--- config.mk ---
export PLATFORM = sky130hd
export DESIGN_NAME = mem_arbiter_flat
export DESIGN_NICKNAME = d
export VERILOG_FILES = /design/src/rtl/mem_arb_pkg.sv /design/src/rtl/mem_arbiter_if.sv /design/src/rtl/mem_arb_pick.sv /design/src/rtl/mem_arbiter.sv /design/src/flat_wrapper.sv
export SDC_FILE = /design/constraint.sdc
export NUM_CORES = 1
export LEC_CHECK = 0
export CAP_MARGIN = 20
export CORE_AREA = 8 8 101 103
export CTS_BUF_LIST = sky130_fd_sc_hd__clkbuf_16
export DETAILED_ROUTE_END_ITERATION = 10
export DIE_AREA = 0 0 109 111
export HOLD_SLACK_MARGIN = 0.06
export PLACE_DENSITY = 0.7
export SLEW_MARGIN = 20
export SYNTH_ARGS = -nofsm -noshare
export SYNTH_HDL_FRONTEND = slang
export SYNTH_SLANG_ARGS = --single-unit
--- constraint.sdc ---
create_clock -name clk -period 1.76 [get_ports clk]
set_input_delay 0.352 -clock clk [delete_from_list [all_inputs] [get_ports clk]]
set_output_delay 0.352 -clock clk [all_outputs]
set_load 0.01 [all_outputs]
--- src/rtl/mem_arb_pkg.sv ---
// mem_arbiter shared types: requester ids, FSM states, latency counter width.
// Build option MEM_ARB_RR_EN selects round-robin instead of fixed priority.
package mem_arb_pkg;

  typedef enum logic {
    INSTR = 1'b0,
    DATA  = 1'b1
  } owner_t;

  typedef enum logic {
    IDLE = 1'b0,
    BUSY = 1'b1
  } arb_state_t;

  localparam int LAT_CNT_W = 4;

endpackage

--- src/rtl/mem_arbiter_if.sv ---
// Fetch, load/store and memory command signals of mem_arbiter.
// slave is the arbiter's view, master the surrounding datapath/memory.
interface mem_arbiter_if #(
  parameter int ADDR_W = 32,
  parameter int DATA_W = 32
);

  logic              i_req;
  logic [ADDR_W-1:0] i_addr;
  logic              i_gnt;
  logic              i_rvalid;
  logic [DATA_W-1:0] i_rdata;

  logic                d_req;
  logic                d_we;
  logic [ADDR_W-1:0]   d_addr;
  logic [DATA_W-1:0]   d_wdata;
  logic [DATA_W/8-1:0] d_be;
  logic                d_gnt;
  logic                d_rvalid;
  logic [DATA_W-1:0]   d_rdata;

  logic                m_req;
  logic                m_we;
  logic [ADDR_W-1:0]   m_addr;
  logic [DATA_W-1:0]   m_wdata;
  logic [DATA_W/8-1:0] m_be;
  logic [DATA_W-1:0]   m_rdata;

  modport slave (
    input  i_req, i_addr,
    input  d_req, d_we, d_addr, d_wdata, d_be,
    input  m_rdata,
    output i_gnt, i_rvalid, i_rdata,
    output d_gnt, d_rvalid, d_rdata,
    output m_req, m_we, m_addr, m_wdata, m_be
  );

  modport master (
    output i_req, i_addr,
    output d_req, d_we, d_addr, d_wdata, d_be,
    output m_rdata,
    input  i_gnt, i_rvalid, i_rdata,
    input  d_gnt, d_rvalid, d_rdata,
    input  m_req, m_we, m_addr, m_wdata, m_be
  );

endinterface

--- src/rtl/mem_arb_pick.sv ---
// Combinational winner selection for mem_arbiter.
// MEM_ARB_RR_EN: round-robin on conflict; otherwise DATA beats INSTR.
module mem_arb_pick
  import mem_arb_pkg::*;
(
  input  logic   i_req,
  input  logic   d_req,
  input  owner_t last_owner,
  output owner_t winner,
  output logic   valid
);

  assign valid = i_req | d_req;

`ifdef MEM_ARB_RR_EN
  always_comb begin
    winner = INSTR;
    unique case ({i_req, d_req})
      2'b11:   winner = (last_owner == DATA) ? INSTR : DATA;
      2'b01:   winner = DATA;
      default: winner = INSTR;
    endcase
  end
`else
  logic unused_last;
  assign unused_last = last_owner;

  always_comb begin
    winner = INSTR;
    if (d_req) winner = DATA;
  end
`endif

endmodule

--- src/rtl/mem_arbiter.sv ---
// Shares one fixed-latency memory between fetch and load/store ports.
// MEM_ARB_RR_EN: round-robin arbitration; default is fixed DATA priority.
module mem_arbiter
  import mem_arb_pkg::*;
#(
  parameter int ADDR_W  = 32,
  parameter int DATA_W  = 32,
  parameter int MEM_LAT = 1
) (
  input logic          clk,
  input logic          reset,
  mem_arbiter_if.slave bus
);

  localparam int BE_W = DATA_W / 8;
  localparam logic [0:0] ST_IDLE = IDLE;
  localparam logic [0:0] ST_BUSY = BUSY;
  localparam logic [LAT_CNT_W-1:0] CNT_ONE = LAT_CNT_W'(1);

  logic [0:0]           state;
  logic [LAT_CNT_W-1:0] lat_cnt;
  owner_t               owner;
  owner_t               last_owner;
  owner_t               winner;
  logic                 win_vld;
  logic                 own_we;
  logic                 grant;
  logic                 pick_d;
  logic                 resp;

  mem_arb_pick u_pick (
    .i_req      (bus.i_req),
    .d_req      (bus.d_req),
    .last_owner (last_owner),
    .winner     (winner),
    .valid      (win_vld)
  );

  // reset gating keeps every output low while reset is held
  assign grant  = !reset && (state == ST_IDLE) && win_vld;
  assign pick_d = (winner == DATA);
  assign resp   = (state == ST_BUSY) && (lat_cnt == CNT_ONE);

  always_ff @(posedge clk or posedge reset) begin
    if (reset) begin
      state   <= ST_IDLE;
      lat_cnt <= '0;
      owner   <= INSTR;
      own_we  <= 1'b0;
    end else begin
      unique case (state)
        ST_IDLE: begin
          if (grant) begin
            state   <= ST_BUSY;
            owner   <= winner;
            own_we  <= pick_d && bus.d_we;
            lat_cnt <= LAT_CNT_W'(MEM_LAT);
          end
        end
        ST_BUSY: begin
          lat_cnt <= lat_cnt - CNT_ONE;
          if (lat_cnt == CNT_ONE) state <= ST_IDLE;
        end
        default: state <= ST_IDLE;
      endcase
    end
  end

`ifdef MEM_ARB_RR_EN
  always_ff @(posedge clk or posedge reset) begin
    if (reset)      last_owner <= INSTR;
    else if (grant) last_owner <= winner;
  end
`else
  assign last_owner = INSTR;
`endif

  assign bus.i_gnt = grant && !pick_d;
  assign bus.d_gnt = grant && pick_d;

  assign bus.m_req   = grant;
  assign bus.m_we    = grant && pick_d && bus.d_we;
  assign bus.m_addr  = !grant ? {ADDR_W{1'b0}}
                     : pick_d ? bus.d_addr : bus.i_addr;
  assign bus.m_wdata = (grant && pick_d) ? bus.d_wdata
                                         : {DATA_W{1'b0}};
  assign bus.m_be    = (grant && pick_d) ? bus.d_be
                                         : {BE_W{1'b0}};

  assign bus.i_rvalid = resp && (owner == INSTR);
  assign bus.d_rvalid = resp && (owner == DATA);
  assign bus.i_rdata  = bus.i_rvalid ? bus.m_rdata
                                     : {DATA_W{1'b0}};
  // stores acknowledge with zero data
  assign bus.d_rdata  = (bus.d_rvalid && !own_we) ? bus.m_rdata
                                                  : {DATA_W{1'b0}};

endmodule

--- src/flat_wrapper.sv ---
// flat-port wrapper written by rule: the top's interface ports become plain ports
module mem_arbiter_flat import mem_arb_pkg::*;
#(
  parameter int ADDR_W  = 32,
  parameter int DATA_W  = 32,
  parameter int MEM_LAT = 1
)
  (clk, reset, bus_i_req, bus_i_addr, bus_d_req, bus_d_we, bus_d_addr, bus_d_wdata, bus_d_be, bus_m_rdata, bus_i_gnt, bus_i_rvalid, bus_i_rdata, bus_d_gnt, bus_d_rvalid, bus_d_rdata, bus_m_req, bus_m_we, bus_m_addr, bus_m_wdata, bus_m_be);
  mem_arbiter_if #(.ADDR_W(ADDR_W), .DATA_W(DATA_W)) bus_i ();
  input logic clk;
  input logic reset;
  input wire logic [$bits(bus_i.i_req)-1:0] bus_i_req;
  input wire logic [$bits(bus_i.i_addr)-1:0] bus_i_addr;
  input wire logic [$bits(bus_i.d_req)-1:0] bus_d_req;
  input wire logic [$bits(bus_i.d_we)-1:0] bus_d_we;
  input wire logic [$bits(bus_i.d_addr)-1:0] bus_d_addr;
  input wire logic [$bits(bus_i.d_wdata)-1:0] bus_d_wdata;
  input wire logic [$bits(bus_i.d_be)-1:0] bus_d_be;
  input wire logic [$bits(bus_i.m_rdata)-1:0] bus_m_rdata;
  output wire logic [$bits(bus_i.i_gnt)-1:0] bus_i_gnt;
  output wire logic [$bits(bus_i.i_rvalid)-1:0] bus_i_rvalid;
  output wire logic [$bits(bus_i.i_rdata)-1:0] bus_i_rdata;
  output wire logic [$bits(bus_i.d_gnt)-1:0] bus_d_gnt;
  output wire logic [$bits(bus_i.d_rvalid)-1:0] bus_d_rvalid;
  output wire logic [$bits(bus_i.d_rdata)-1:0] bus_d_rdata;
  output wire logic [$bits(bus_i.m_req)-1:0] bus_m_req;
  output wire logic [$bits(bus_i.m_we)-1:0] bus_m_we;
  output wire logic [$bits(bus_i.m_addr)-1:0] bus_m_addr;
  output wire logic [$bits(bus_i.m_wdata)-1:0] bus_m_wdata;
  output wire logic [$bits(bus_i.m_be)-1:0] bus_m_be;
  assign bus_i.i_req = bus_i_req;
  assign bus_i.i_addr = bus_i_addr;
  assign bus_i.d_req = bus_d_req;
  assign bus_i.d_we = bus_d_we;
  assign bus_i.d_addr = bus_d_addr;
  assign bus_i.d_wdata = bus_d_wdata;
  assign bus_i.d_be = bus_d_be;
  assign bus_i.m_rdata = bus_m_rdata;
  assign bus_i_gnt = bus_i.i_gnt;
  assign bus_i_rvalid = bus_i.i_rvalid;
  assign bus_i_rdata = bus_i.i_rdata;
  assign bus_d_gnt = bus_i.d_gnt;
  assign bus_d_rvalid = bus_i.d_rvalid;
  assign bus_d_rdata = bus_i.d_rdata;
  assign bus_m_req = bus_i.m_req;
  assign bus_m_we = bus_i.m_we;
  assign bus_m_addr = bus_i.m_addr;
  assign bus_m_wdata = bus_i.m_wdata;
  assign bus_m_be = bus_i.m_be;
  mem_arbiter #(.ADDR_W(ADDR_W), .DATA_W(DATA_W), .MEM_LAT(MEM_LAT)) u_core (.clk(clk), .reset(reset), .bus(bus_i));
endmodule
==> results of run 1 <==
logic make-up after synthesis:
logic type	share of synthesized area, %
and+or+nand+nor	53.5
adders and majority gates	1.78
DFF	12.5
AOI/OAI and AO/OA	24.0
xor gates and xnor gates	0.623
buffers and inverters	7.66
metrics by stage:
stage                     setup slack [ns]  hold WS [ns]  instance area, sq um
after global routing                -0.576         0.409                  5610
after floorplan                     0.0519         0.155                  1410
after CTS                           -0.666         0.361                  4970
after global placement              -0.755         0.508                  4400
final                               -0.481         0.382                  5610
after detailed placement            -0.795         0.530                  4400
report_power, final:
group / switching (mW) / internal (mW)
Clock: 0.0849 / 0.295
Sequential: 0.0773 / 0.242
Combinational: 1.17 / 2.04
flip-flops by register name (all words and copies together), names as in the netlist:
register and cells:
u_core.lat_cnt 4, u_core.own_we 1, u_core.owner 1, u_core.state 1
routing by layer:
| layer | vias up | global-route usage, % | share of wire, % |
|---|---|---|---|
| met5 | - | 0 | 0 |
| met4 | 0 | 4.57 | 1.4 |
| met3 | 14 | 6.28 | 11 |
| met2 | 175 | 31.8 | 55 |
| met1 | 1256 | 15.6 | 33 |
| li1 | 1329 | - | - |
worst min-delay path by stage:
stage	from	endpoint	slack, ns	depth (start not counted)
floorplan	reset	u_core.lat_cnt[0]	0.16	1
global placement	u_core.owner	u_core.owner	0.51	1
detailed placement	u_core.owner	u_core.owner	0.53	1
CTS	reset	u_core.lat_cnt[1]	0.36	3
global route	reset	u_core.lat_cnt[1]	0.41	3
finish	reset	u_core.state	0.38	3
cell type report:
cell class	instances	area share, %
Clock buffer	3	1.34
Clock inverter	1	0.0669
Inverter	5	0.335
Multi-Input combinational cell	160	25.3
Sequential cell	7	3.12
Tap cell	108	2.41
Timing Repair Buffer	359	67.4
critical path: cells and delay by family (launching register included):
family / cells / cell delay, ns
flip-flops: 1 / 0.38
buffers and inverters: 4 / 0.47
adder cells (fa/ha/maj): 1 / 0.12
AND/OR/NAND/NOR: 3 / 0.68
what timing repair did:
item                                   4_1_cts  5_1_grt
resized for setup                          507      325
cloned                                       9        6
endpoints found under the hold margin        0        0
setup endpoints to repair                  138      139
pin swaps                                   23       80
setup buffers                               30       28
Yosys cell counts (3+ instances only):
library cell | n | area [sq um]
inv_1 | 5 | 18.8
a22o_1 | 27 | 236
buf_6 | 3 | 33.8
clkbuf_2 | 3 | 15.0
and2_1 | 101 | 632
clkbuf_1 | 8 | 30.0
o21ai_0 | 3 | 15.0
dfrtp_1 | 7 | 175
nor2_1 | 5 | 18.8
a22o_2 | 5 | 50.1
==> impl_metrics.csv, run 1 <==
group,metric,value,unit
yosys,syn_area,1410,sq um
grt,first_global_vias,2777,
power,p_leak,2.73,nW
drt,viasPerCell,4.31,
setup_path,worstSetupEndpointType,"output pin",
drt,first_iter_violations,115,
clock_network,htreeDepth,1,
final_layout,final_util,65.6,%
status,status,"finished with violations",
yosys,yosysUniqueCellTypes,26,
setup_path,startpoint,"u_core.lat_cnt[1]",
final_layout,fin_cells,643,
grt,gr-total-overflow,0,
final_layout,final_nets,675,
setup_path,slowest_stage,"dfrtp_1",
clock_network,clockRootBuffer,"clkbuf_16",
yosys,synth_warnings,0,
grt,antenna_found_initial,0,
placement,dp_hpwl,8.92,mm
setup_path,cp_max_fo,8,
setup_path,r2r_slack,-0.05,ns
yosys,ys_ff_latch,7,
setup_path,start_kind,"flop",
clock_network,cts_tree,"done",
floorplan,io-pin-count,275,
timing,timing.final.crit_share,127,%
yosys,syn_inst,188,
placement,dp.cells,576,
setup_path,critical_path_class,"flop to output pin",
floorplan,dieHeight,111,microns
timing,setup-violations-final,139,
final_layout,syn_to_final_growth,299,%
floorplan,design.core.area,8550,sq um
final_layout,nFillCells,662,
final_layout,drive_gt1_share,61.1,%
power,design_power_total,3.91,mW
floorplan,die_area,12100,sq um
setup_path,required,1.41,ns
timing,finClkSkew,0.000884,ns
yosys,syn-num-nets,327,
setup_path,r2r_end,"u_core.own_we",
timing,finalMaxSlewViolations,0,
drt,wl_per_cell,19.1,microns
timing,min_period,2.24,ns
clock_network,numCtsBuffers,3,
power,powerDensity,698,nW/um^2
drt,antenna_left,0,
timing,grt_setup_unrepaired,"true",
setup_path,worstRegToRegCells,12,
clock_network,clkSinkCount,7,
grt,grt_use_total,16.6,%
floorplan,start_util,16.4,%
final_layout,diodes,0,
job,maxCapViolCount,0,
setup_path,rr_startpoint,"u_core.state",
floorplan,dieWidth,109,microns
drt,dr_total_vias,2774,
min_path,hold_class,"input port to asynchronous set/reset pin",
yosys,synth_edf_count,0,
clock_network,clk_pin_slew_worst_paths,0.04,ns
timing,setup_tns,-51.72,ns
status,violations,"setup timing",
timing,worst_pin_slew,0.280,ns
setup_path,cp_cell_sequence,"inv_2 > ha_4 > nand3b_1 > nor3_4 > buf_6 > clkbuf_16 > and2_4 > buf_6",
power,ir_drop,402,uV
clock_network,clock_latency,0.23,ns
yosys,syn-mean-instance-area,7.47,sq um
final_layout,mostFrequentLayoutCells,"buf_6, clkdlybuf4s50_1, and2_4",
drt,drc_errors,0,
grt,grt_max_degree,34,
yosys,postSynth.asyncResetShare,100,%
placement,port_buffers,274,
yosys,ys.flop_type,"dfrtp_1",
floorplan,rows,34,
drt,firstDrtPassIters,4,
grt,grt_first_pass_wirelength,15.7,mm
final_layout,layout_commonest_cell,"buf_6",
drt,wl,12.3,mm
clock_network,cts.path.max_buffers,2,
final_layout,multi_input_area,1420,sq um
timing,hold_viol,0,
setup_path,crit_path_end,"bus_d_rdata[28]",
clock_network,hold_buffers,0,
setup_path,arrival,1.89,ns
yosys,synth-seq-area-share,12.5,%
final_layout,regArea,175,sq um
timing,max_freq,0.446,GHz
setup_path,cpMostUsedCell,"buf_6",
placement,place_congestion,0.826,
timing,max_slew_margin,81.3,%
timing,setup_slack,-0.481,ns
setup_path,cpPeakStageDelay,0.38,ns
(Power assumes the default switching activity.)
==> run 2, diff against run 1 <==
Settings changed: ABC_AREA from default to 0, SLEW_MARGIN 20 to default.
==> results of run 2 <==
Same layout as run 1: the final DEF is identical, and so are final timing and power.
